[config.mk]
export PLATFORM = sky130hd
export DESIGN_NAME = pipe_hazard_ctrl_flat
export DESIGN_NICKNAME = d
export VERILOG_FILES = /design/src/rtl/pipe_hazard_ctrl_pkg.sv /design/src/rtl/pipe_hazard_ctrl_if.sv /design/src/rtl/pipe_hazard_ctrl_wdog.sv /design/src/rtl/pipe_hazard_ctrl.sv /design/src/flat_wrapper.sv
export SDC_FILE = /design/constraint.sdc
export NUM_CORES = 1
export LEC_CHECK = 0
export CELL_PAD_IN_SITES_DETAIL_PLACEMENT = 1
export CELL_PAD_IN_SITES_GLOBAL_PLACEMENT = 2
export CORE_UTILIZATION = 27
export CTS_CLUSTER_SIZE = 10
export DETAILED_ROUTE_END_ITERATION = 10
export PLACE_DENSITY_LB_ADDON = 0.2
export SYNTH_ARGS = -nofsm -noshare
export SYNTH_HDL_FRONTEND = slang
export SYNTH_SLANG_ARGS = --single-unit
export TNS_END_PERCENT = 10
[constraint.sdc]
create_clock -name clk -period 2 [get_ports clk]
set_input_delay 0.3 -clock clk [delete_from_list [all_inputs] [get_ports clk]]
set_output_delay 0.3 -clock clk [all_outputs]
set_load 0.05 [all_outputs]
[src/rtl/pipe_hazard_ctrl_pkg.sv]
// Shared types and stage indices for the pipeline hazard controller.
package pipe_ctrl_pkg;

  typedef enum logic {
    RUN   = 1'b0,
    FLUSH = 1'b1
  } hctrl_state_e;

  // Stage indices, youngest (PC) to oldest (commit).
  localparam int STG_PC      = 0;
  localparam int STG_IF_ID   = 1;
  localparam int STG_ID_IS   = 2;
  localparam int STG_IQ      = 3;
  localparam int STG_IS_EX   = 4;
  localparam int STG_EX_MEM  = 5;
  localparam int STG_MEM_CMT = 6;

endpackage

[src/rtl/pipe_hazard_ctrl_if.sv]
// Request/strobe bundle between the pipeline stages and the hazard controller.
interface pipe_hazard_ctrl_if #(
  parameter int NUM_STAGES = 7,
  parameter int CNT_W      = 32
);
  logic [NUM_STAGES-1:0] stall_req_i;
  logic [NUM_STAGES-1:0] flush_req_i;
  logic [NUM_STAGES-1:0] stall_o;
  logic [NUM_STAGES-1:0] bubble_o;
  logic [NUM_STAGES-1:0] flush_o;
  logic                  flush_busy_o;
  logic                  stall_timeout_o;
  logic [CNT_W-1:0]      stall_cycles_o;

  // Pipeline side: raises requests, consumes strobes.
  modport master (
    output stall_req_i, flush_req_i,
    input  stall_o, bubble_o, flush_o, flush_busy_o, stall_timeout_o, stall_cycles_o
  );

  // Controller side.
  modport slave (
    input  stall_req_i, flush_req_i,
    output stall_o, bubble_o, flush_o, flush_busy_o, stall_timeout_o, stall_cycles_o
  );
endinterface

[src/rtl/pipe_hazard_ctrl_wdog.sv]
// Stall deadlock watchdog (saturating run-length counter, sticky flag)
// and free-running stall-cycle performance counter.
module pipe_ctrl_wdog #(
  parameter int WDOG_LIMIT = 1024,
  parameter int CNT_W      = 32
) (
  input  logic             clk,
  input  logic             rst_n,
  input  logic             any_stall,
  output logic             stall_timeout_o,
  output logic [CNT_W-1:0] stall_cycles_o
);
  localparam int WD_W = $clog2(WDOG_LIMIT + 1);
  localparam logic [WD_W-1:0] WD_MAX = WD_W'(WDOG_LIMIT);

  logic [WD_W-1:0]  wd_cnt, wd_nxt;
  logic             timeout_q;
  logic [CNT_W-1:0] cycles_q;

  // Run length of consecutive stalled cycles, held at the limit once reached.
  always_comb begin
    wd_nxt = '0;
    if (any_stall)
      wd_nxt = (wd_cnt == WD_MAX) ? wd_cnt : wd_cnt + 1'b1;
  end

  // Watchdog, sticky timeout (only reset clears it) and wrapping perf counter.
  always_ff @(posedge clk or negedge rst_n) begin
    if (!rst_n) begin
      wd_cnt    <= '0;
      timeout_q <= 1'b0;
      cycles_q  <= '0;
    end else begin
      wd_cnt <= wd_nxt;
      if (wd_nxt == WD_MAX) timeout_q <= 1'b1;
      if (any_stall)        cycles_q  <= cycles_q + 1'b1;
    end
  end

  assign stall_timeout_o = timeout_q;
  assign stall_cycles_o  = cycles_q;

endmodule

[src/rtl/pipe_hazard_ctrl.sv]
// Pipeline stall/flush controller: per-stage stall requests become
// hold/bubble strobes, flush requests squash all younger stages and are
// stretched over a FLUSH_HOLD window; a watchdog flags stall deadlock.
import pipe_ctrl_pkg::*;

module pipe_hazard_ctrl #(
  parameter int NUM_STAGES = 7,
  parameter int FLUSH_HOLD = 2,
  parameter int WDOG_LIMIT = 1024,
  parameter int CNT_W      = 32
) (
  input logic               clk,
  input logic               rst_n,
  pipe_hazard_ctrl_if.slave hz
);
  localparam int HC_W = (FLUSH_HOLD > 0) ? $clog2(FLUSH_HOLD + 1) : 1;
  localparam logic [HC_W-1:0] HC_LOAD = HC_W'(FLUSH_HOLD);

  hctrl_state_e          state, state_nxt;
  logic [NUM_STAGES-1:0] hold_mask, mask_nxt;
  logic [HC_W-1:0]       hold_cnt, cnt_nxt;

  logic [NUM_STAGES-1:0] eff_flush, flush_m, flush_v;
  logic [NUM_STAGES-1:0] eff_stall, stall_th, bubble_v;

  // Flush mask: every stage strictly younger than the oldest unmasked requester.
  // Masked stages are already being squashed and cannot originate a flush.
  always_comb begin
    logic acc;
    eff_flush = hz.flush_req_i & ~hold_mask;
    flush_m   = '0;
    acc       = 1'b0;
    for (int i = NUM_STAGES - 1; i >= 0; i--) begin
      flush_m[i] = acc;
      acc        = acc | eff_flush[i];
    end
    flush_v = flush_m | hold_mask;
  end

  // Stall thermometer up to the oldest surviving stall; bubble goes one stage older.
  // Flushed stages neither stall nor bubble.
  always_comb begin
    logic acc;
    eff_stall = hz.stall_req_i & ~flush_v;
    stall_th  = '0;
    bubble_v  = '0;
    acc       = 1'b0;
    for (int i = NUM_STAGES - 1; i >= 0; i--) begin
      acc         = acc | eff_stall[i];
      stall_th[i] = acc;
    end
    for (int i = 1; i < NUM_STAGES; i++)
      bubble_v[i] = stall_th[i-1] & ~stall_th[i];
  end

  // FSM state, squash window mask and window counter.
  always_ff @(posedge clk or negedge rst_n) begin
    if (!rst_n) begin
      state     <= RUN;
      hold_mask <= '0;
      hold_cnt  <= '0;
    end else begin
      state     <= state_nxt;
      hold_mask <= mask_nxt;
      hold_cnt  <= cnt_nxt;
    end
  end

  // Next state: any unmasked flush (re)opens the window; an older one widens the mask.
  always_comb begin
    state_nxt = state;
    mask_nxt  = hold_mask;
    cnt_nxt   = hold_cnt;
    case (state)
      RUN: begin
        if ((|eff_flush) && (FLUSH_HOLD > 0)) begin
          state_nxt = FLUSH;
          mask_nxt  = flush_m;
          cnt_nxt   = HC_LOAD;
        end
      end
      FLUSH: begin
        if (|eff_flush) begin
          mask_nxt = hold_mask | flush_m;
          cnt_nxt  = HC_LOAD;
        end else if (hold_cnt == HC_W'(1)) begin
          state_nxt = RUN;
          mask_nxt  = '0;
          cnt_nxt   = '0;
        end else begin
          cnt_nxt = hold_cnt - 1'b1;
        end
      end
      default: begin
        state_nxt = RUN;
        mask_nxt  = '0;
        cnt_nxt   = '0;
      end
    endcase
  end

  // Outputs: flush beats stall on every stage it covers.
  always_comb begin
    hz.flush_o      = flush_v;
    hz.stall_o      = stall_th & ~flush_v;
    hz.bubble_o     = bubble_v & ~flush_v;
    hz.flush_busy_o = (state == FLUSH);
  end

  pipe_ctrl_wdog #(
    .WDOG_LIMIT (WDOG_LIMIT),
    .CNT_W      (CNT_W)
  ) u_wdog (
    .clk             (clk),
    .rst_n           (rst_n),
    .any_stall       (|hz.stall_req_i),
    .stall_timeout_o (hz.stall_timeout_o),
    .stall_cycles_o  (hz.stall_cycles_o)
  );

endmodule

[src/flat_wrapper.sv]
// flat-port wrapper written by rule: the top's interface ports become plain ports
module pipe_hazard_ctrl_flat 
#(
  parameter int NUM_STAGES = 7,
  parameter int FLUSH_HOLD = 2,
  parameter int WDOG_LIMIT = 1024,
  parameter int CNT_W      = 32
)
  (clk, rst_n, hz_stall_req_i, hz_flush_req_i, hz_stall_o, hz_bubble_o, hz_flush_o, hz_flush_busy_o, hz_stall_timeout_o, hz_stall_cycles_o);
  pipe_hazard_ctrl_if #(.NUM_STAGES(NUM_STAGES), .CNT_W(CNT_W)) hz_i ();
  input logic clk;
  input logic rst_n;
  input wire logic [$bits(hz_i.stall_req_i)-1:0] hz_stall_req_i;
  input wire logic [$bits(hz_i.flush_req_i)-1:0] hz_flush_req_i;
  output wire logic [$bits(hz_i.stall_o)-1:0] hz_stall_o;
  output wire logic [$bits(hz_i.bubble_o)-1:0] hz_bubble_o;
  output wire logic [$bits(hz_i.flush_o)-1:0] hz_flush_o;
  output wire logic [$bits(hz_i.flush_busy_o)-1:0] hz_flush_busy_o;
  output wire logic [$bits(hz_i.stall_timeout_o)-1:0] hz_stall_timeout_o;
  output wire logic [$bits(hz_i.stall_cycles_o)-1:0] hz_stall_cycles_o;
  assign hz_i.stall_req_i = hz_stall_req_i;
  assign hz_i.flush_req_i = hz_flush_req_i;
  assign hz_stall_o = hz_i.stall_o;
  assign hz_bubble_o = hz_i.bubble_o;
  assign hz_flush_o = hz_i.flush_o;
  assign hz_flush_busy_o = hz_i.flush_busy_o;
  assign hz_stall_timeout_o = hz_i.stall_timeout_o;
  assign hz_stall_cycles_o = hz_i.stall_cycles_o;
  pipe_hazard_ctrl #(.NUM_STAGES(NUM_STAGES), .FLUSH_HOLD(FLUSH_HOLD), .WDOG_LIMIT(WDOG_LIMIT), .CNT_W(CNT_W)) u_core (.clk(clk), .rst_n(rst_n), .hz(hz_i));
endmodule
==> summary.md, run 1 <==
| Metric | Value |
|---|---|
| Final worst-path cycle share | `124%` |
| FP Rows | `36` |
| Final WL | `roughly 7.9 mm` |
| CTS root buffer | `clkbuf_8` |
| Layout area overhead | `56.1%` |
| Wire per inst | `about 15 um` |
| Seq cells post-synth | `53` |
| Adder-Cell Fraction of Synth Area | `between 1.5 and 2%` |
| Distinct cells, synth | `51` |
| Final min period | `between 2000 and 2500 ps` |
| Slew Limit Fails | `0` |
| IO Count | `71` |
| Largest family of logic cells by synthesized area | `simple AND/OR/NAND/NOR gates` |
| Nets@finish | `424` |
| CTS tree | `done` |
| Largest net degree at the start of global routing | `36` |
| Starting Density | `28.4%` |
| Post-synth EDFFs | `0` |
| Clock Skew | `8.16 ps` |
| PD cells | `972 nW/um2` |
| Crit-path cells | `nand2b_4 -> nor3b_4 -> a221o_1 -> a221o_2 -> o311a_4 -> buf_8` |
| Mux share of post-synthesis cell area | `1.19%` |
| Vias | `2480` |
| Total CTS buffers | `5` |
| Iter 0 DRT Violations | `37` |
| Design area | `about 4400 um2` |
| Most common cell in the netlist | `dfrtp_1` |
| Largest cells by area after synthesis | `dfrtp_1, xnor2_1, xor2_1` |
| Initial antenna violation count | `0` |
| Register area share after synthesis | `46.9%` |
| Pleak | `a little under 2 nW` |
| H-tree Lvls | `2` |
| Core region area | `9950 um2` |
| Overall global routing resource usage | `15.3%` |
| Crit-path leading delay family | `compound AO/OA/AOI/OAI gates` |
| Final GP Congestion | `0.790` |
| CTS clock-pin slew for the worst setup and hold paths | `100 ps` |
| Clk_lat worst skew | `300 ps` |
| Power Total | `0.00429 W` |
| RSZ-0062 raised after global routing | `true` |
| Max FO, Critical Path | `4` |
| Worst Path Arrival | `2190 ps` |
| Post-synth top area cell | `dfrtp_1` |
| CTS Buffer Depth | `2` |
| Complex-gate fraction of the synthesized area | `8.32%` |
| Fmax | `0.402 GHz` |
| RR Startpoint | `u_core.u_wdog.stall_cycles_o[14]$_DFFE_PN0P_` |
| Final Setup Violations | `10` |
| Fill cells | `1128` |
| Slew @ Worst Pin | `515 ps` |
| Share of the synthesized area in the top cell type | `about 47%` |
| DP Wirelength | `about 6.2 mm` |
| Average vias per placed instance | `4.62` |
| Synth warn | `0` |
| Worst setup EP type | `output pin` |
| Xor/xnor cell area share of the yosys netlist | `12.4%` |
| Port buffer count | `68` |
| Width of the die | `104 um` |
| Synth top cells by count | `dfrtp_1, nor2_1, nand2_1` |
| First-pass iteration count of the detailed router | `4` |
| Worst min path class | `flip-flop to flip-flop` |
| Simple-Gate Fraction of Synth Area | `around 25%` |
| Post-DP Area | `4180 um2` |
| Hold_sp | `u_core.u_wdog.stall_timeout_o$_DFFE_PN0N_` |
| CP max stage cell | `dfrtp_1` |
| Max-Cap Viols | `0` |
| Failing checks | `negative setup slack` |
| Async S/R FF share, synth | `100%` |
| WP buf/inv | `1` |
| Crit path kind | `flip-flop to output pin` |
| Hold Fails Final Rpt | `0` |
| Status | `finished with violations` |
| Mapped Area | `2830 um2` |
| DRC Markers | `0` |
| Ant. Diodes | `0` |
| Total grt overflow | `0` |
| WP data required | `1700 ps` |
| Clk sink count | `53` |
| DIE AREA | `around 11000 um2` |
| Syn avg cell area | `around 10 um2` |
| Post-synth top flop | `dfrtp_1` |
| Relative slew slack | `65.4%` |
| Startpoint class of the critical path | `flip-flop` |
| Setup WS post-layout | `-486 ps` |
| Cells after Synth | `288` |
| Maximum vdd drop | `504 uV` |
| First-pass GRT wire length | `13.5 mm` |
| Critical Path Source | `u_core.hold_mask[5]$_DFFE_PN0P_` |
| Critical Path Max Stage Delay | `400 ps` |
| Vias in the first global route | `2605` |
| Antenna Nets Post-Route | `0` |
| Share of layout cells above drive strength 1 | `27.5%` |
| Die H | `104 um` |
worst register-to-register path: stages, from the launching register on:
cell and delay (ps):
dfrtp_1 420, nand4_1 150, or2_2 360, nor4_4 540, nand4_1 180, xnor2_1 150
metal layers:
metal | up-vias | global-route usage [%] | part of all wire, %
li1 | 1212 | - | -
met1 | 1229 | 21.1 | 48
met2 | 33 | 24.9 | 49
met3 | 6 | 2.38 | 2.4
met4 | 0 | 3.47 | 0.90
met5 | - | 0 | 0
per-stage QoR:
stage	setup TNS, ps	cells	hold WS (ps)	utilization, %	setup slack [ps]
2_1_floorplan	-2730	289	4.41	-	-347
3_3_place_gp	-11590	528	290	42.0	-559
3_5_place_dp	-12330	528	302	42.0	-594
4_1_cts	-3650	537	485	44.0	-512
5_1_grt	-4140	537	506	44.3	-551
6_report	-3360	537	476	44.3	-486
cell usage in the layout (no fill, tap or decap), types with 3 or more instances in the layout:
master / synthesis / layout
buf_4: 2 / 50
clkbuf_8: 0 / 5
nand2_1: 32 / 31
nand4_1: 12 / 12
nor3_1: 12 / 9
and3_1: 3 / 3
dfrtp_1: 53 / 52
and4_1: 6 / 6
nand3_1: 10 / 10
ha_1: 4 / 4
nor2b_1: 4 / 4
xor2_1: 16 / 16
nor2_1: 33 / 30
inv_1: 15 / 14
nor4_4: 2 / 4
clkdlybuf4s50_1: 0 / 41
nand2b_1: 3 / 3
nor3_4: 0 / 3
xnor2_1: 24 / 24
a21o_1: 3 / 3
buf_12: 0 / 17
mux2_2: 3 / 3
a21oi_1: 4 / 4
buf_6: 1 / 4
or3_4: 0 / 3
where the power goes:
group	switching (W)	internal, W
Sequential	0.000327	0.00131
Clock	0.000351	0.000365
Combinational	0.00109	0.000849
logic make-up after synthesis:
kind of cell | count (synthesis)
xor gates and xnor gates | 40
buffers and inverters | 25
adders and majority gates | 4
AOI/OAI and AO/OA | 27
other | 1
muxes | 3
DFF | 53
and+or+nand+nor | 135
final timing paths:
kind | slack, ps | cells past startpoint | end
min in group asynchronous | 490 | 2 | u_core.hold_mask[4]$_DFFE_PN0P_
setup reg to reg | 90 | 5 | u_core.u_wdog.stall_cycles_o[25]$_DFFE_PN0P_
max in group asynchronous | 940 | 3 | u_core.u_wdog.stall_cycles_o[1]$_DFFE_PN0P_
hold / removal | 480 | 1 | u_core.u_wdog.stall_timeout_o$_DFFE_PN0N_
setup / recovery | -490 | 6 | hz_stall_o[0]
hold reg to reg | 480 | 1 | u_core.u_wdog.stall_timeout_o$_DFFE_PN0N_
final cells by class:
class	count	area [um2]	area share, %
clock buffer	5	68.8	1.56
tap	133	166	3.77
multi-input combinational	211	1530	34.6
inverter	15	56.3	1.28
sequential	53	1330	30.1
clock inverter	2	35.0	0.794
timing repair buffer	118	1230	27.9
what timing repair did:
| item | CTS | global route |
|---|---|---|
| endpoints found under the hold margin | 18 | 0 |
| gates resized for setup | 19 | 9 |
| setup endpoints to repair | 17 | 25 |
| pin swaps | 6 | 1 |
| setup buffers | 1 | 0 |
| hold buffers | 1 | 0 |
sequential cells by signal, summed over array words and instances (netlist names):
name,flops
u_core.hold_mask,6
u_core.hz.flush_busy_o,1
u_core.u_wdog.stall_timeout_o,1
u_core.u_wdog.stall_cycles_o,32
u_core.hold_cnt,2
u_core.u_wdog.wd_cnt,11
No activity file was read; power rests on OpenSTA's default activity.
==> run 2, diff against run 1 <==
--- a/config.mk
+++ b/config.mk
@@ -7,7 +7,8 @@
 export LEC_CHECK = 0
 export CELL_PAD_IN_SITES_DETAIL_PLACEMENT = 1
 export CELL_PAD_IN_SITES_GLOBAL_PLACEMENT = 2
-export CORE_UTILIZATION = 27
+export CORE_UTILIZATION = 28
+export CTS_BUF_LIST = sky130_fd_sc_hd__clkbuf_2
 export CTS_CLUSTER_SIZE = 10
 export DETAILED_ROUTE_END_ITERATION = 10
 export PLACE_DENSITY_LB_ADDON = 0.2
==> summary.md, run 2 (synthesis results as in run 1) <==
| Metric | Value |
|---|---|
| Vias in the first global route | `2610 (+0.19%)` |
| Width of the die | `102 um (-1.8%)` |
| RSZ-0062 raised after global routing | `true` |
| Max FO, Critical Path | `4 (unchanged)` |
| Iter 0 DRT Violations | `28 (-24%)` |
| Relative slew slack | `62.4% (-3.0 points)` |
| First-pass iteration count of the detailed router | `4 (unchanged)` |
| Multi-input gate area | `1510 um2 (-0.98%)` |
| Final Setup Violations | `15 (+5)` |
| FF+latch area | `1330 um2 (about the same)` |
| Final min period | `2650 ps (+167 ps)` |
| Placed cells | `534 (+1.1%)` |
| Crit path kind | `flip-flop to output pin` |
| DP Worst Slack | `-590 ps (+4.20 ps)` |
| Worst Path Arrival | `2350 ps (+160 ps)` |
| CTS Buffer Depth | `2 (unchanged)` |
| Grt met3 use | `2.37% (-0.0081 points)` |
| DRC Markers | `0 (unchanged)` |
| H-tree Lvls | `2 (unchanged)` |
| Starting Density | `28.9% (+0.52 points)` |
| Ant. Diodes | `0 (unchanged)` |
| FP Rows | `36 (unchanged)` |
| IO Count | `71 (unchanged)` |
| Min Hold Slack | `353 ps (-123 ps)` |
| Clk sink count | `53 (unchanged)` |
| Status | `finished with violations` |
| DIE AREA | `10500 um2 (-3.5%)` |
| Fmax | `0.377 GHz (-6.3%)` |
| Layout area overhead | `54.3%` |
| Total grt overflow | `0 (unchanged)` |
| Total CTS buffers | `5 (unchanged)` |
| Fill cells | `1143 (+1.3%)` |
| Power Total | `0.00411 W (-4.3%)` |
| Port buffer count | `68 (unchanged)` |
| Clock Skew | `20.6 ps (+12.4 ps)` |
| Setup WS post-layout | `-653 ps (-167 ps)` |
| Core region area | `9770 um2 (-1.8%)` |
| Overall global routing resource usage | `16.1% (+0.85 points)` |
| Final worst-path cycle share | `133% (+8.4 points)` |
| Vias | `2504 (+0.97%)` |
| CTS clock-pin slew for the worst setup and hold paths | `260 ps (+160 ps)` |
| Met2 GRT Util | `26.7% (+1.7 points)` |
| DP Wirelength | `6.18 mm (-0.54%)` |
| Met1 Usage GRT | `22.5% (+1.4 points)` |
| Antenna Nets Post-Route | `0 (unchanged)` |
| Share of layout cells above drive strength 1 | `29.0% (+1.5 points)` |
| Cell Count, Final, Fillers Out | `543 (+1.1%)` |
| Most common cell after layout, fill and taps aside | `buf_4` |
| Final GP Congestion | `0.797 (+0.90%)` |
| Initial antenna violation count | `0 (unchanged)` |
| Max FFs per register | `32 (unchanged)` |
| Maximum vdd drop | `623 uV (+24%)` |
| Slew @ Worst Pin | `564 ps (+48.3 ps)` |
| WP data required | `1700 ps (about the same)` |
| Slew Limit Fails | `0 (unchanged)` |
| Die H | `102 um (-1.8%)` |
| Pleak | `2.12 nW (+6.6%)` |
| Hold Fails Final Rpt | `0 (unchanged)` |
| Wire per inst | `14.2 um (-4.1%)` |
| CTS root buffer | `clkbuf_2` |
| CTS tree | `done` |
| Most frequent cells in the layout | `buf_4, dfrtp_1, nand2_1, nor2_1, dlygate4sd2_1` |
| Startpoint class of the critical path | `flip-flop` |
| Gr busiest metal | `met2` |
| Average vias per placed instance | `4.61 (-0.15%)` |
| Worst setup EP type | `output pin` |
| Largest net degree at the start of global routing | `33 (-8.3%)` |
| Failing checks | `negative setup slack` |
| Nets@finish | `430 (+1.4%)` |
| Worst min path class | `input port to async pin` |
| Clk_lat worst skew | `420 ps (+120 ps)` |
| Post-Route Utilization | `44.6% (+0.29 points)` |
| Max-Cap Viols | `0 (unchanged)` |
| PD cells | `941 nW/um2 (-3.2%)` |
| First-pass GRT wire length | `13.3 mm (-1.3%)` |
| Final WL | `7.69 mm (-3.1%)` |
run 2: final cells by class:
type                       instances  share of cell area, %
multi-input combinational        211                   34.7
inverter                          15                   1.35
clock buffer                       5                  0.574
timing repair buffer             124                   28.3
sequential                        53                   30.5
clock inverter                     2                  0.803
tap                              133                   3.81
run 2: layer usage:
| metal | share of wire (%) | routed length (um) | vias to the layer above |
|---|---|---|---|
| met1 | 47 | 3620 | 1244 |
| met2 | 49 | 3800 | 32 |
| met4 | 0.31 | 24 | 0 |
| met3 | 3.2 | 243 | 2 |
| met5 | 0 | 0 | - |
| li1 | - | - | 1226 |
run 2: final timing paths:
kind	startpoint	to	slack, ps	cells after the start
min reg2reg	u_core.u_wdog.stall_cycles_o[31]$_DFFE_PN0P_	u_core.u_wdog.stall_cycles_o[31]$_DFFE_PN0P_	480	1
min	rst_n	u_core.hold_mask[4]$_DFFE_PN0P_	350	2
min in group clk	u_core.u_wdog.stall_cycles_o[31]$_DFFE_PN0P_	u_core.u_wdog.stall_cycles_o[31]$_DFFE_PN0P_	480	1
max in group asynchronous	rst_n	u_core.u_wdog.stall_cycles_o[20]$_DFFE_PN0P_	1080	3
max reg2reg	u_core.u_wdog.stall_cycles_o[14]$_DFFE_PN0P_	u_core.u_wdog.stall_cycles_o[31]$_DFFE_PN0P_	150	5
max	u_core.hold_mask[5]$_DFFE_PN0P_	hz_stall_o[1]	-650	7
run 2: critical path, stage by stage, from the launching register on:
cell and delay [ps]:
dfrtp_1 460, nand2b_4 160, nor3b_4 160, a221o_1 310, a221o_2 370, buf_6 150, o21ba_4 190, buf_12 140
run 2: per-stage QoR:
stage	instance area (um2)	setup TNS [ps]
6_report	4360	-5180
5_1_grt	4360	-7360
4_1_cts	4330	-6090
3_5_place_dp	4210	-12230
3_3_place_gp	4210	-11980
2_1_floorplan	2870	-2730
run 2: where the power goes:
part	total (W)	leakage [nW]	switching, W	internal, W
clock	0.000532	0.0388	0.000329	0.000203
sequential	0.00161	0.650	0.000298	0.00131
combinational	0.00196	1.43	0.00112	0.000843
run 2: what timing repair did:
item,4_1_cts,5_1_grt
resized for setup,49,8
setup buffers,0,1
pin swaps,6,3
setup endpoints to repair,46,24
hold buffers,1,0
hold endpoints to repair,21,0
==> run 3, diff against run 2 <==
--- a/config.mk
+++ b/config.mk
@@ -5,6 +5,7 @@
 export SDC_FILE = /design/constraint.sdc
 export NUM_CORES = 1
 export LEC_CHECK = 0
+export ABC_AREA = 0
 export CELL_PAD_IN_SITES_DETAIL_PLACEMENT = 1
 export CELL_PAD_IN_SITES_GLOBAL_PLACEMENT = 2
 export CORE_UTILIZATION = 28
==> results of run 3 <==
The final DEF is identical to that of run 2; final timing and power are the same.
==> variant 1, RTL diff (flow settings as in run 3) <==
`NUM_STAGES` is set to 7 in 3 places; all go to 8.
--- a/src/rtl/pipe_hazard_ctrl_if.sv
+++ b/src/rtl/pipe_hazard_ctrl_if.sv
@@ -2,3 +2,3 @@
 interface pipe_hazard_ctrl_if #(
-  parameter int NUM_STAGES = 7,
+  parameter int NUM_STAGES = 8,
   parameter int CNT_W      = 32
--- a/src/rtl/pipe_hazard_ctrl.sv
+++ b/src/rtl/pipe_hazard_ctrl.sv
@@ -6,3 +6,3 @@
 module pipe_hazard_ctrl #(
-  parameter int NUM_STAGES = 7,
+  parameter int NUM_STAGES = 8,
   parameter int FLUSH_HOLD = 2,
--- a/src/flat_wrapper.sv
+++ b/src/flat_wrapper.sv
@@ -3,3 +3,3 @@
 #(
-  parameter int NUM_STAGES = 7,
+  parameter int NUM_STAGES = 8,
   parameter int FLUSH_HOLD = 2,
Ports: changed (5 resized); port bits go from 71 to 76. The function was not compared with the original's and may differ.
==> variant 1 against run 3 <==
- power is essentially flat
- routed wire length grew 14%
- setup slack lost 110 ps
- fmax shrank 4.0%
- design area grew 10%
- sequential cell count grew 1
- highest routed layer unchanged
- non-clock buffer count grew 26
- the flow still finishes with violations (negative setup slack)
- area after synthesis grew 2.3%
- utilization grew 3.9 points
==> variant 1: results (changes against run 3) <==
| Metric | Value |
|---|---|
| Final Non-Filler Cells | 584 (+7.6%) |
| R2r endpoint | u_core.hold_mask[6]$_DFFE_PN0P_ |
| Compound-Gate Fraction of Synth Area | 6.23% (-2.1 points) |
| Number of buffers added on ports | 73 (+7.4%) |
| Crit-path max FO | 3 (-1) |
| Failing checks | negative setup slack |
| # setup viols final | 20 (+5) |
| Leak | 0.00225 uW (+6.4%) |
| Worst Skew | 17.4 ps (-3.21 ps) |
| Final WS setup | -763 ps (-110 ps) |
| DR WL/cell | 15.0 um (+5.9%) |
| Layout cell share with drive strength beyond 1 | 36.8% (+7.8 points) |
| Gr usage total | 17.3% (+1.2 points) |
| Met1 Track Usage GR | 21.4% (-1.2 points) |
| Area share of fa/ha/maj cells after synthesis | 1.73% (-0.040 points) |
| Routing usage on met3 | 2.39% (+0.019 points) |
| Vias in the first global route | 3000 (+15%) |
| Dpl ws | -742 ps (-152 ps) |
| Via count | 2690 (+7.4%) |
| FF-to-FF path depth | 6 (+1) |
| First-pass GRT wire length | 15.2 mm (+14%) |
| DRT iter0 DRCs | 42 (+50%) |
| Synth Area in XOR/XNOR | 11.8% (-0.58 points) |
| Pwr Density | 855 nW/um^2 (-9.2%) |
| Total length of routed met3 wires | 227 um (-6.6%) |
| M1 WL | 3.78 mm (+4.6%) |
| Distinct cells, synth | 52 (+2.0%) |
| Met2 routed WL | 4.66 mm (+22%) |
| Area contributors post-synth | dfrtp_1, xnor2_1, nand2_1, nor2_1, xor2_1 |
| Hold slack final | 328 ps (-25.0 ps) |
| Mux cell area share after synthesis | 1.08% (-0.11 points) |
| Max-slew headroom | 65.7% (+3.3 points) |
| Post-route setup TNS | -8790 ps (-3610 ps) |
| Cell Area, Placed | 4460 sq um (+6.0%) |
| Worst EP arrival | 2460 ps (+110 ps) |
| Skew-Pair Late Insertion Delay | 460 ps (+40 ps) |
| Cells after synthesis | 303 (+5.2%) |
| R2R setup slack | -30 ps (-180 ps) |
| Status | finished with violations |
==> variant 1: cell type report <==
cell class | count | area share (%)
Multi-Input combinational cell | 219 | 35.2
Clock inverter | 3 | 0.495
Tap cell | 133 | 3.46
Clock buffer | 5 | 0.521
Timing Repair Buffer | 150 | 30.5
Inverter | 20 | 1.64
Sequential cell | 54 | 28.2
==> variant 1: power breakdown <==
part           total (uW)  switching, uW  internal (uW)
combinational        2100           1190            913
clock                 472            382           89.9
sequential           1540            233           1310
==> variant 1: timing repair <==
item | CTS | global route
resized for setup | 70 | 14
pin swaps | 18 | 4
hold buffers | 1 | 0
hold endpoints to repair | 54 | 0
setup buffers | 14 | 1
endpoints found under the setup margin | 60 | 30
==> variant 1: worst max-delay path, cell delays in order (launching register included) <==
cell and delay, ps:
dfrtp_1 460, nor2b_4 70, or4_4 570, nor3_4 240, a221o_1 280, buf_4 150
o21a_4 120, buf_12 130
==> variant 2, RTL diff (flow settings as in run 3) <==
Without the edit above. Take the reset off `hold_mask` and load it in a clocked block of its own.
--- a/src/rtl/pipe_hazard_ctrl.sv
+++ b/src/rtl/pipe_hazard_ctrl.sv
@@ -59,3 +59,2 @@
       state     <= RUN;
-      hold_mask <= '0;
       hold_cnt  <= '0;
@@ -63,5 +62,8 @@
       state     <= state_nxt;
-      hold_mask <= mask_nxt;
       hold_cnt  <= cnt_nxt;
     end
+  end
+
+  always_ff @(posedge clk) begin
+    hold_mask <= mask_nxt;
   end
Behaviour: not the same (Yosys sat finds a counterexample within 4 cycles, from zero or initial values and one cycle with rst_n low).
==> variant 2 against run 3 <==
- the flow still finishes with violations (negative setup slack)
- utilization increased by 0.89 points
- via count increased by 3.2%
- design area increased by 2.9%
- synthesized cell count decreased by 0.35%
- routed wire length increased by 5.7%
- area after synthesis increased by 1.5%
- global-route usage increased by 0.31 points
- setup slack improved by 55 ps
- critical path depth unchanged
- power increased by 3.1%
- sequential cell count unchanged
==> variant 2: results (changes against run 3) <==
| Metric | Value |
|---|---|
| Maximum VDD drop | 0.468 mV (-25%) |
| Gpl congestion | 0.757 (-5.0%) |
| Status | finished with violations |
| Failing checks | negative setup slack |
| Seq/Total Area, Yosys | 47.2% (+0.33 points) |
| GRT met2 Usage | 29.1% (+2.5 points) |
| Inverters excl. clock | 16 (+1) |
| Leak | 0.00228 uW (+7.6%) |
| Filler cells | 1105 (-3.3%) |
| Clock tree cell share of total cell area | 1.00% (-0.37 points) |
| Final net count | 435 (+1.2%) |
| Total length of routed met3 wires | 212 um (-13%) |
| # setup viols final | 17 (+2) |
| Least-Margin Pin Slew | 585 ps (+21.5 ps) |
| Mux cell area share after synthesis | 0.741% (-0.45 points) |
| Skew-Pair Late Insertion Delay | 460 ps (+40 ps) |
| Worst Setup EP | hz_bubble_o[2] |
| Layout cell share with drive strength beyond 1 | 33.7% (+4.6 points) |
| WL final | 8.13 mm (+5.7%) |
| CTS resizes | 37 (-24%) |
| Post-DP HPWL | 6.45 mm (+4.5%) |
| CP delay by family, top | simple AND/OR/NAND/NOR gates |
| Vias/cell | 4.70 (+2.0%) |
| First-pass GRT wire length | 13.4 mm (+0.88%) |
| Cells after synthesis | 287 (-0.35%) |
| FF-to-FF path depth | 8 (+3) |
| #MultiIn Comb | 209 (-0.95%) |
| Clk pwr | 458 uW (-14%) |
| FF+latch count | 53 (unchanged) |
| Avg Cell Area, Syn | 10.0 sq um (+1.9%) |
| Hold slack final | 314 ps (-39.3 ps) |
| DRT iter0 DRCs | 54 (+93%) |
| R2R setup slack | 40 ps (-110 ps) |
| Pin count of the biggest net entering global routing | 26 (-21%) |
| Final WS setup | -599 ps (+54.6 ps) |
| Met1 Track Usage GR | 21.0% (-1.5 points) |
| Gr usage total | 16.4% (+0.31 points) |
| Vias in the first global route | 2732 (+4.7%) |
==> variant 2: cell count changes in the layout (fill, tap and decap cells not counted), sizes merged, moves of 4 or more <==
| cell | before | now |
|---|---|---|
| dlygate4sd2 | 29 | 15 |
| nand2 | 32 | 26 |
| buf | 78 | 85 |
| dlymetal6s2s | 2 | 15 |
| nor2 | 33 | 25 |
| and3 | 3 | 9 |
| nand3 | 10 | 18 |
| dfrtp | 53 | 47 |
| edfxtp | 0 | 6 |
| nand4 | 12 | 8 |
==> variant 2: stage by stage <==
step / setup WS, ps / TNS (ps) / total power (uW)
detailed placement: -639 / -16940 / 3660
floorplan: -293 / -2450 / 2780
global route: -761 / -8250 / 4510
finish: -599 / -5700 / 4240
CTS: -598 / -6500 / 4210
global placement: -654 / -16020 / 3620
==> variant 2: logic make-up after synthesis <==
group | count (synthesis)
flops | 53
other cells | 1
compound gates | 24
mux | 2
fa+ha+maj | 4
buf+inv | 26
simple gates | 137
xor+xnor | 40
